==> src/rtl/serial_frame_scheduler.sv <==
// serial_frame_scheduler: feeds frames bit-serially to a sequence recognizer and reports its hits
// Ports:
//   clock, reset          rising-edge clock, asynchronous active-low reset
//   in_valid/in_ready     frame handshake; in_data (MSB first) and in_len (0..DATA_W, clamped)
//   rec_x, rec_clr_n      serial bit and active-low clear to the recognizer
//   rec_z                 Mealy match from the recognizer, sampled only while shifting
//   out_valid/out_ready   result handshake; out_hits (saturating), out_found, out_first
module serial_frame_scheduler #(
   parameter int DATA_W     = 8,
   parameter int CLR_CYCLES = 1
) (
   input  logic                      clock,
   input  logic                      reset,
   input  logic                      in_valid,
   output logic                      in_ready,
   input  logic [DATA_W-1:0]         in_data,
   input  logic [$clog2(DATA_W):0]   in_len,
   output logic                      rec_x,
   output logic                      rec_clr_n,
   input  logic                      rec_z,
   output logic                      out_valid,
   input  logic                      out_ready,
   output logic [3:0]                out_hits,
   output logic                      out_found,
   output logic [$clog2(DATA_W)-1:0] out_first
);
   localparam int LW = $clog2(DATA_W) + 1;
   localparam int IW = $clog2(DATA_W);
   localparam logic [1:0] IDLE   = 2'd0;
   localparam logic [1:0] CLEAR  = 2'd1;
   localparam logic [1:0] SHIFT  = 2'd2;
   localparam logic [1:0] REPORT = 2'd3;
   logic [1:0]        r_state;
   logic [DATA_W-1:0] r_sh;
   logic [LW-1:0]     r_len;
   logic [3:0]        r_cnt;
   logic [IW-1:0]     r_idx;
   logic [3:0]        r_hits;
   logic              r_found;
   logic [IW-1:0]     r_first;
   logic [LW-1:0]     w_len;
   assign w_len     = (in_len > LW'(DATA_W)) ? LW'(DATA_W) : in_len;
   // reset gates the handshake and holds the recognizer cleared without waiting for a clock
   assign in_ready  = reset & (r_state == IDLE);
   assign rec_clr_n = reset & (r_state != CLEAR);
   assign rec_x     = (r_state == SHIFT) & r_sh[DATA_W-1];
   assign out_valid = (r_state == REPORT);
   assign out_hits  = r_hits;
   assign out_found = r_found;
   assign out_first = r_first;
   always_ff @(posedge clock or negedge reset) begin
      if (!reset) begin
         r_state <= IDLE;
         r_sh    <= '0;
         r_len   <= '0;
         r_cnt   <= '0;
         r_idx   <= '0;
         r_hits  <= '0;
         r_found <= 1'b0;
         r_first <= '0;
      end else begin
         case (r_state)
            IDLE: if (in_valid) begin
               r_sh    <= in_data;
               r_len   <= w_len;
               r_cnt   <= 4'(CLR_CYCLES - 1);
               r_idx   <= '0;
               r_hits  <= '0;
               r_found <= 1'b0;
               r_first <= '0;
               r_state <= (w_len == '0) ? REPORT : CLEAR;
            end
            CLEAR: begin
               r_cnt   <= r_cnt - 1'b1;
               r_state <= (r_cnt == '0) ? SHIFT : CLEAR;
            end
            SHIFT: begin
               r_sh    <= r_sh << 1;
               r_idx   <= r_idx + 1'b1;
               r_len   <= r_len - 1'b1;
               r_state <= (r_len == LW'(1)) ? REPORT : SHIFT;
               if (rec_z) begin
                  r_hits  <= r_hits + {3'd0, r_hits != 4'hF};
                  r_found <= 1'b1;
                  r_first <= r_found ? r_first : r_idx;
               end
            end
            default: r_state <= out_ready ? IDLE : REPORT;
         endcase
      end
   end
endmodule

==> config.mk <==
export PLATFORM = sky130hd
export DESIGN_NAME = serial_frame_scheduler
export DESIGN_NICKNAME = d
export VERILOG_FILES = /design/src/rtl/serial_frame_scheduler.sv
export SDC_FILE = /design/constraint.sdc
export NUM_CORES = 1
export LEC_CHECK = 0
export ABC_AREA = 0
export BUFFER_PORTS_ARGS = -buffer_cell sky130_fd_sc_hd__buf_4
export CAP_MARGIN = 30
export CORE_UTILIZATION = 26
export DETAILED_ROUTE_END_ITERATION = 16
export PLACE_DENSITY = 0.44
export SYNTH_ARGS = -nofsm -noshare
export SYNTH_HDL_FRONTEND = slang
export SYNTH_SLANG_ARGS = --single-unit
==> constraint.sdc <==
create_clock -name clock -period 2.2 [get_ports clock]
set_input_delay 0.44 -clock clock [delete_from_list [all_inputs] [get_ports clock]]
set_output_delay 0.44 -clock clock [all_outputs]
set_load 0.03 [all_outputs]
==> flow_summary.toml <==
[setup_path]
crit_end = "rec_clr_n"
required_ns = 1.76
crit_chain = "nand2b_1, and2_1, buf_4"
worstPathMaxFanout = 17
cp.depth = 3
r2r_cells = 4
slowest_stage = "dfrtp_1"
critPathTopFamily = "flip-flops"
startpoint_type = "flip-flop"
crit_buf_inv = 1
rrSetupSlack_ns = 0.57
reg2reg_to = "out_first[1]$_DFFE_PN0P_"
end_kind = "output pin"
r2r-start = "r_state[0]$_DFFE_PN0P_"
crit_arrival_ns = 1.47
crit_start = "r_state[0]$_DFFE_PN0P_"
critical_path_class = "flip-flop to output pin"
cpPeakStageDelay_ns = 0.66

[finish]
fillCellCount = 627
layout-drive-gt1-share_pct = 23.2
area_growth_pct = 23.0
nets = 213
multi_input_area_um2 = 788
layout.cells.non_filler = 265
fin_area_um2 = 1960
diodes = 0
regArea_um2 = 726

[clocking]
cts_tree = "built"
clock_path_buffers = 2
cts_resized = 0
root_buffer = "clkbuf_8"
postCtsHoldBufs = 0
path_clk_slew_ns = 0.06
clock_latency_ns = 0.27
postCtsSetupBuffers = 0
cts_buffers = 5
htreeDepth = 2
cts.sinks = 29

[floorplanning]
dieArea_um2 = 6440
die_w_um = 80.2
core-area_um2 = 5920
start_util_pct = 26.9
pin_count = 29
placementRows = 28
die_h_um = 80.2

[yosys]
netlist_instances = 160
synth-seq-cells = 29
synth_xor_area_share_pct = 0
synth_compound_area_share_pct = 19.6
ys.flop_type = "dfrtp_1"
ys_types = 37
synth_simple_gate_area_share_pct = 22.6
netlist_area_um2 = 1590
seq_area_frac_synth_pct = 45.6
synth_top_family_by_area = "simple AND/OR/NAND/NOR gates"
muxShareOfSynthArea_pct = 2.59
synth_edf_count = 0
syn_avg_cell_area_um2 = 9.95
async_flop_share_pct = 100
synth_fp_nets = 183
yosysWarnings = 0
synth_fa_ha_area_share_pct = 4.72

[drt]
drtIter0Drc = 50
drtPass1Iterations = 4
viasPerCell = 4.90
ant_nets = 0
vias = 1299
drc = 0
avgRoutedWirePerCell_um = 14.1
routed_wl_um = 3730

[timing]
rsz0062_at_grt = "false"
tightest_slew_ns = 0.676
setup_viol = 0
relSlewSlack_pct = 54.9
period_minus_slack_ns = 1.91
timing_hold_violations_final = 0
fmax_ghz = 0.524
fin_skew_ns = 0.00543
finalCritPeriodShare_pct = 86.7
fin_tns_setup_ns = 0
drv_slew = 0

[placed_design]
hpwl_um = 2640
port_buffers = 28
gp_congestion = 0.751
placed_area_um2 = 1870
placed_cells = 258

[power_and_ir_drop]
p_leak_nw = 0.890
powerDensity_nw_per_um2 = 1420
ir_worst_vdd_v = 0.000491

[grt]
antenna_found_initial = 0
grt_pass1_vias = 1322
grt-ovfl-total = 0
grt_pass1_wl_um = 6430
grt_max_degree = 20
grt_usage_pct = 13.2

[run]
cap_violations = 0

[run_status]
outcome = "completed"

[min_path]
hold_class = "input pin to asynchronous set/reset pin"
## final cells by class
class / instances / area share, %
repair buffers: 33 / 12.7
flip-flops and latches: 29 / 37.1
clock buffers: 7 / 4.41
inverters: 4 / 0.767
multi-input cells: 117 / 40.3
well taps: 75 / 4.80
## report_power, final
part	switching (mW)	total [mW]	leakage (nW)	internal [mW]
clock network	0.188	0.436	0.0443	0.248
registers	0.262	1.04	0.368	0.782
logic	0.699	1.30	0.478	0.600
## registers in the layout, indices dropped and copies added (netlist names)
register,count
r_len,4
r_state,2
r_sh,8
r_cnt,4
out_first,3
r_idx,3
out_found,1
out_hits,4
## Yosys cell counts (2+ instances only)
cell type	instances	share of area, %
mux2i_1	3	1.9
nand2_1	11	2.6
a22o_1	7	3.9
dfrtp_1	29	46
nor4bb_1	2	1.3
nor2_1	5	1.2
nand4_1	2	0.79
nor3b_1	3	1.4
and4bb_2	2	1.6
and3b_1	2	1.1
inv_1	4	0.94
a21oi_1	9	2.8
buf_2	5	1.6
nand3_1	3	0.94
nor2b_1	15	5.9
a31oi_1	3	1.2
ha_1	6	4.7
or3_1	3	1.2
o21ai_0	17	5.3
and2_1	3	1.2
a22oi_1	7	3.3
nand2b_1	2	0.79
buf_4	3	1.4
## per-layer routing
| metal | up-vias | part of all wire (%) | global-route usage, % |
|---|---|---|---|
| met3 | 4 | 3.3 | 3.64 |
| met4 | 0 | 0.83 | 4.82 |
| met2 | 24 | 47 | 20.9 |
| li1 | 643 | - | - |
| met1 | 628 | 49 | 17.0 |
| met5 | - | 0 | 0 |
## worst min path at each step
stage | startpoint | end
after floorplan | reset | out_first[0]$_DFFE_PN0P_
after global placement | reset | out_hits[2]$_DFFE_PN0P_
after detailed placement | reset | out_hits[2]$_DFFE_PN0P_
after CTS | reset | out_hits[2]$_DFFE_PN0P_
after global routing | reset | out_hits[2]$_DFFE_PN0P_
final | reset | out_hits[2]$_DFFE_PN0P_
## per-stage QoR
stage	hold slack, ns	setup slack, ns	total power, mW	utilization, %
6_report	0.0203	0.293	2.78	33.1
3_5_place_dp	0.321	0.534	2.36	31.6
2_1_floorplan	0.144	0.161	1.97	-
3_3_place_gp	0.314	0.573	2.33	31.6
4_1_cts	0.0152	0.270	2.82	33.1
5_1_grt	0.0214	0.165	3.03	33.1
## logic make-up (layout without fill, tap and decap cells)
family / after synthesis / count (layout)
buffers and inverters: 14 / 44
adders and majority gates: 6 / 6
muxes: 4 / 4
DFF: 29 / 29
AOI/OAI and AO/OA: 49 / 49
and+or+nand+nor: 58 / 58
## cells in the final DEF, fill, tap and decap left out, types with 5 or more instances in the layout
cell      Yosys  routed
buf_4         3      33
dfrtp_1      29      29
o21ai_0      17      17
nor2b_1      15      15
nand2_1      11      11
a21oi_1       9       9
a22o_1        7       7
a22oi_1       7       7
ha_1          6       6
clkbuf_8      0       6
nor2_1        5       5
(Power assumes the default switching activity.)
